[src/rtl/ram_burst_ctrl.sv]
// ram_burst_ctrl: burst command front end driving a single-port synchronous RAM.
module ram_burst_ctrl #(
  parameter int N          = 256,
  parameter int ADDR_WIDTH = $clog2(N),
  parameter int LEN_WIDTH  = 4
) (
  input  logic                  clk,
  input  logic                  reset,
  input  logic                  cmd_valid,
  output logic                  cmd_ready,
  input  logic                  cmd_write,
  input  logic [ADDR_WIDTH-1:0] cmd_addr,
  input  logic [LEN_WIDTH-1:0]  cmd_len,
  input  logic                  wr_valid,
  output logic                  wr_ready,
  input  logic [31:0]           wr_data,
  output logic                  rd_valid,
  input  logic                  rd_ready,
  output logic [31:0]           rd_data,
  output logic                  ram_read_write,
  output logic                  ram_enable,
  output logic [ADDR_WIDTH-1:0] ram_addr,
  output logic [31:0]           ram_data_in,
  input  logic [31:0]           ram_data_out,
  output logic                  done
);
  typedef enum logic [2:0] {IDLE, WR, RD_ISSUE, RD_WAIT, RD_HOLD, DONE} state_t;
  state_t                state_q, state_d;
  logic [ADDR_WIDTH-1:0] addr_q, addr_d, addr_nxt;
  logic [LEN_WIDTH-1:0]  beats_q, beats_d;
  logic [31:0]           rd_data_q, rd_data_d;
  logic                  wr_hs, rd_hs, beat;
  assign rd_data = rd_data_q;
  // Every strobe is qualified by ~reset so a mid-burst reset stops RAM traffic in that very cycle.
  always_comb begin
    cmd_ready      = state_q == IDLE && !reset;
    wr_ready       = state_q == WR && !reset;
    rd_valid       = state_q == RD_HOLD && !reset;
    done           = state_q == DONE && !reset;
    wr_hs          = wr_ready && wr_valid;
    rd_hs          = rd_valid && rd_ready;
    beat           = wr_hs || rd_hs;
    ram_enable     = wr_hs || (state_q == RD_ISSUE && !reset);
    ram_read_write = wr_hs;
    ram_addr       = ram_enable ? addr_q : '0;
    ram_data_in    = wr_hs ? wr_data : '0;
    addr_nxt       = addr_q == ADDR_WIDTH'(N - 1) ? '0 : addr_q + 1'b1;
    state_d        = state_q;
    addr_d         = addr_q;
    beats_d        = beats_q;
    rd_data_d      = rd_data_q;
    if (cmd_ready && cmd_valid) begin
      state_d = cmd_write ? WR : RD_ISSUE;
      addr_d  = cmd_addr;
      beats_d = cmd_len;
    end
    if (state_q == RD_ISSUE) state_d = RD_WAIT;
    if (state_q == RD_WAIT) begin
      state_d   = RD_HOLD;
      rd_data_d = ram_data_out;
    end
    if (beat) begin
      addr_d  = addr_nxt;
      beats_d = beats_q == '0 ? beats_q : beats_q - 1'b1;
      state_d = beats_q == '0 ? DONE : (state_q == WR ? WR : RD_ISSUE);
    end
    if (state_q == DONE) state_d = IDLE;
  end
  always_ff @(posedge clk) begin
    if (reset) begin
      state_q   <= IDLE;
      addr_q    <= '0;
      beats_q   <= '0;
      rd_data_q <= '0;
    end else begin
      state_q   <= state_d;
      addr_q    <= addr_d;
      beats_q   <= beats_d;
      rd_data_q <= rd_data_d;
    end
  end
endmodule

[config.mk]
export PLATFORM = sky130hd
export DESIGN_NAME = ram_burst_ctrl
export DESIGN_NICKNAME = d
export VERILOG_FILES = /design/src/rtl/ram_burst_ctrl.sv
export SDC_FILE = /design/constraint.sdc
export NUM_CORES = 1
export LEC_CHECK = 0
export CORE_MARGIN = 8
export CORE_UTILIZATION = 40
export CTS_BUF_LIST = sky130_fd_sc_hd__clkbuf_4 sky130_fd_sc_hd__clkbuf_8
export DETAILED_ROUTE_END_ITERATION = 16
export GPL_TIMING_DRIVEN = 0
export HOLD_SLACK_MARGIN = 0.1
export PLACE_DENSITY = 0.89
export SLEW_MARGIN = 15
export SYNTH_ARGS = -nofsm -noshare
export SYNTH_HDL_FRONTEND = slang
export SYNTH_SLANG_ARGS = --single-unit
[constraint.sdc]
create_clock -name clk -period 3.2 [get_ports clk]
set_input_delay 0.96 -clock clk [delete_from_list [all_inputs] [get_ports clk]]
set_output_delay 0.96 -clock clk [all_outputs]
set_load 0.005 [all_outputs]
After elaboration in Yosys (flattened, before gate mapping)
Index checks and enable logic that the tools add are counted.
- register bits: 47
- input bits: 82
- word-level logic and storage cells: 45
- add/sub/neg operators: 2
- eq/ne operators: 7
- mux-type cells: 15
- reduce and logical (&&, ||, !) cells: 17
- operator list (operator ; number):
    32-bit 2-to-1 mux ; 1
    8-bit 2-to-1 mux ; 4
    3-bit 2-to-1 mux ; 5
    4-bit 2-to-1 mux ; 3
    8-bit by 1-bit adder with 8-bit output, second input constant ; 1
    8-bit == test, second input constant ; 1
    1-bit logical AND ; 8
    3-bit by 2-bit == test with 1-bit output, second input constant ; 2
    3-bit == test, second input constant ; 2
    4-bit zero test ; 1
    2-bit 2-to-1 mux ; 2
    4-bit nonzero test ; 1
    4-bit by 1-bit subtractor with 4-bit output, second input constant ; 1
    3-bit by 1-bit == test with 1-bit output, second input constant ; 1
    3-bit zero test ; 1
    1-bit logical OR ; 2
    2-bit != test, second input constant ; 1
    2-bit AND reduction ; 1
    2-bit nonzero test ; 1
    2-bit OR reduction ; 1
    1-bit zero test ; 1

Depth between registers and ports, before layout
Gate-level depths: netlist (run 1).
- word-level depth: 7
- gate-level depth with buffers: 7

Worst setup path before layout (run 1)
Ideal clock, no wire load.
- path type: in2out
- from: input port reset
- to: output port ram_data_in[22]
- arrival: 1.924 ns
- data required time: 2.240 ns
- slack: 0.316 ns
- stages on the path: 5
- cells stage by stage: buf_6 > nor2_1 > and3_1 > clkbuf_1 > and2_1
- longest elaborated chain between the ends: 4
- RTL lines (element ; line ; text):
    start: declaration ; 8 ; input logic reset,
    1-bit zero test ; 37 ; wr_ready = state_q == WR && !reset;
    1-bit logical AND ; 37 ;
    1-bit logical AND ; 40 ; wr_hs = wr_ready && wr_valid;
    named net ram_read_write ; 20 ; output logic ram_read_write,
    32-bit 2-to-1 mux ; 46 ; ram_data_in = wr_hs ? wr_data : '0;
    end: declaration ; 23 ; output logic [31:0] ram_data_in,
The timed path passes the listed nets, and every way through them passes these cells.

Final worst setup path (run 1)
- from: input port reset
- to: output port ram_data_in[14]
- longest elaborated chain between the ends: 4
- RTL lines (element ; line):
    1-bit zero test ; 37
    1-bit logical AND ; 37
    1-bit logical AND ; 40
    32-bit 2-to-1 mux ; 46
No other way between the ends.

==> metrics.md, run 1 <==
| Metric | Value |
|---|---|
| H-Tree Depth | `2` |
| First-pass DRT Iterations | `6` |
| Core area | `0.00585 mm²` |
| Mapped Nets | `~400` |
| Leak | `1.76 nW` |
| Worst endpoint required time | `between 2 and 2.5 ns` |
| Final hold violation count | `0` |
| Metal-1 WL | `3650 µm` |
| Final setup vio count | `0` |
| Cell area after synthesis | `~0.0024 mm²` |
| Crit start category | `input port` |
| Die ar. | `around 0.0087 mm²` |
| GRT Overall Usage | `20.0%` |
| Largest cells by area after synthesis | `dfxtp_1 (39%), nand2_1 (13%), and2_1 (9.7%)` |
| # diodes | `0` |
| Drt drc | `0` |
| Combinational share of power | `a little under two fifths` |
| Crit Path Category | `input port to primary output` |
| Final core utilization | `about 73%` |
| Detailed placement HPWL | `about 7500 µm` |
| Worst-path clk slew | `approximately 0.090 ns` |
| Syn Inst Count | `between 300 and 400` |
| Clock Skew | `about 0.0046 ns` |
| Hold crit path type | `flop to flop` |
| Routed len/inst | `about 17 µm` |
| Seq/Total Area, Yosys | `approximately 40%` |
| Crit-path max FO | `10` |
| Seq cells post-synth | `between 40 and 50` |
| GP Congestion | `around 0.9` |
| Max layer used | `met4` |
| Setup ws final | `roughly 0.043 ns` |
| CTS buffer count | `5` |
| Tightest Pin Transition | `approximately 0.75 ns` |
| Die X | `~93 µm` |
| Synth warn | `0` |
| Cell taking the most area after synthesis | `dfxtp_1` |
| Pin count of the biggest net entering global routing | `17` |
| TritonCTS clock tree | `done` |
| Primary FF master, synth | `dfxtp_1` |
| Sw power | `approximately 0.61 mW` |
| Via/cell ratio | `5.24` |
| Final-report max-slew violation count | `0` |
| Clk pwr share | `between 20% and 30%` |
| Pwr Density | `435 mW/mm²` |
| Initial core utilization | `40.8%` |
| Nets | `573` |
| Layout cells sized above 1 | `6.12%` |
| Routed wl met3 | `about 940 µm` |
| Most common cell in the synthesized netlist | `nand2_1` |
| Async set-reset flop share out of synthesis | `0%` |
| Vias post-DR | `a little under 3000` |
| WL met2 | `approximately 4700 µm` |
| Post-synth EDFFs | `0` |
| Seq pwr share | `37.7%` |
| Worst vdd ir | `roughly 0.33 mV` |
| Final WL | `9400 µm` |
| Initial antenna violation count | `0` |
| Top cells by count, synth | `nand2_1 (80), dfxtp_1 (47), a21oi_1 (45), and2_1 (37), clkbuf_1 (14)` |
| Crit path capture type | `primary output` |
| Max-cap violations | `0` |
| FILL cells | `around 460` |
| Port Buf Inserts | `between 150 and 200` |
| Grt ovf | `0` |
| Synth top area share | `around 40%` |
| Slew margin rel. | `49.8%` |
| Fin crit share | `a little over nine tenths` |
| First-pass GRT wire length | `14000 µm` |
| Total power draw | `around 1.9 mW` |
| P&R area growth vs syn | `79.4%` |
| Site Rows | `28` |
| Distinct cells, synth | `44` |
| Status | `complete, no violations` |
| Pre-CTS setup slack | `-0.818 ns` |
| Skew-Pair Late Insertion Delay | `roughly 0.3 ns` |
| CTS root buffer | `clkbuf_8` |
| Post-Syn Area per Cell | `about 7.4 µm²` |
| CTS Sinks | `between 40 and 50` |
| Deepest clock path buffer count | `2` |
| Post-DRT Antenna Nets | `0` |
| Period minus WS final | `around 3.2 ns` |
| Hold buffer count at CTS | `0` |
| Pint | `roughly 1.3 mW` |
| Critical path arrival | `2.20 ns` |
| Min Hold Slack | `~0.46 ns` |
| Die Y | `93.3 µm` |
| Boundary Pins | `160` |
| Switching share of total power | `about a third` |
| Drt initial violations | `around 200` |
| Vias in the first global route | `~2800` |
| Fmax | `between 300 and 400 MHz` |
## placed cells by master (no fill, tap or decap), types with 6 or more instances in the layout
| cell type | count |
|---|---|
| clkdlybuf4s50_1 | 138 |
| nand2_1 | 80 |
| dfxtp_1 | 47 |
| a21oi_1 | 45 |
| and2_1 | 37 |
| dlymetal6s2s_1 | 12 |
| nor2_1 | 11 |
| clkbuf_1 | 10 |
| inv_1 | 10 |
| o21ai_0 | 7 |
| dlygate4sd2_1 | 7 |
| a31oi_1 | 6 |
## kinds of logic (layout without fill, tap and decap cells)
kind of cell	after synthesis	count (layout)	synth area share, %
simple gates	157	157	31.8
flops	47	47	39.4
mux	1	1	0.471
compound gates	81	81	20.3
fa+ha+maj	2	2	1.05
xor+xnor	1	1	0.367
buf+inv	32	201	6.70
## power by group through the flow
stage / Combinational [mW] / Clock, mW / Sequential [mW]
after global placement: 0.654 / 0 / 0.709
after CTS: 0.706 / 0.457 / 0.700
final: 0.715 / 0.446 / 0.702
after global routing: 0.773 / 0.479 / 0.711
after floorplan: 0.357 / 0 / 0.702
after detailed placement: 0.674 / 0 / 0.713
## what timing repair did
item / 4_1_cts / 5_1_grt
endpoints found under the hold margin: 0 / 0
endpoints found under the setup margin: 42 / 29
pin swaps: 5 / 1
gates resized for setup: 28 / 17
buffers inserted: 3 / 0
## path summary, 6_finish.rpt
path                     endpoint  slack (ns)  cells past startpoint        from
setup / recovery  ram_data_in[14]        0.04                      6       reset
hold / removal         rd_data[0]        0.46                      2  rd_data[0]
setup reg to reg       beats_q[0]        1.26                      7  state_q[1]
hold reg to reg        rd_data[0]        0.46                      2  rd_data[0]
## metal layers
layer | up-vias | track usage, %
met5 | - | 0
met4 | 0 | 7.11
met3 | 13 | 6.09
met2 | 166 | 35.8
met1 | 1347 | 21.7
li1 | 1433 | -
## state kept, by name, summed over array words and instances, names as in the netlist
name / cells
state_q: 3
beats_q: 4
rd_data: 32
addr_q: 8
## area by class of cell
class                           instances  area [µm²]  area share (%)
Clock inverter                          3        47.5            1.11
Buffer                                 22         154            3.59
Sequential cell                        47         941            21.9
Timing Repair Buffer                  161        1620            37.8
Inverter                               10        37.5           0.875
Tap cell                               75        93.8            2.19
Multi-Input combinational cell        242        1320            30.8
Clock buffer                            5        68.8            1.60
## critical path, cell delays in order
cell             delay (ns)
buf_6                  0.12
nor2_4                 0.12
and3_4                 0.24
buf_6                  0.14
and2_1                 0.12
clkdlybuf4s50_1        0.50
## through the flow
stage               setup TNS, ns  cells  area [µm²]
CTS                             0    565        4250
global route              -0.0306    565        4290
detailed placement         -23.21    554        4070
finish                          0    565        4290
global placement           -21.13    554        4070
floorplan                       0    321        2390
No activity file was read; power rests on OpenSTA's default activity.
==> run 2: changes to the inputs <==
--- a/config.mk
+++ b/config.mk
@@ -5,6 +5,8 @@
 export SDC_FILE = /design/constraint.sdc
 export NUM_CORES = 1
 export LEC_CHECK = 0
+export ABC_CLOCK_PERIOD_IN_PS = 3200
+export CAP_MARGIN = 5
 export CORE_MARGIN = 8
 export CORE_UTILIZATION = 40
 export CTS_BUF_LIST = sky130_fd_sc_hd__clkbuf_4 sky130_fd_sc_hd__clkbuf_8
==> results of run 2 <==
No change in the layout: final DEF, timing and power equal those of run 1.
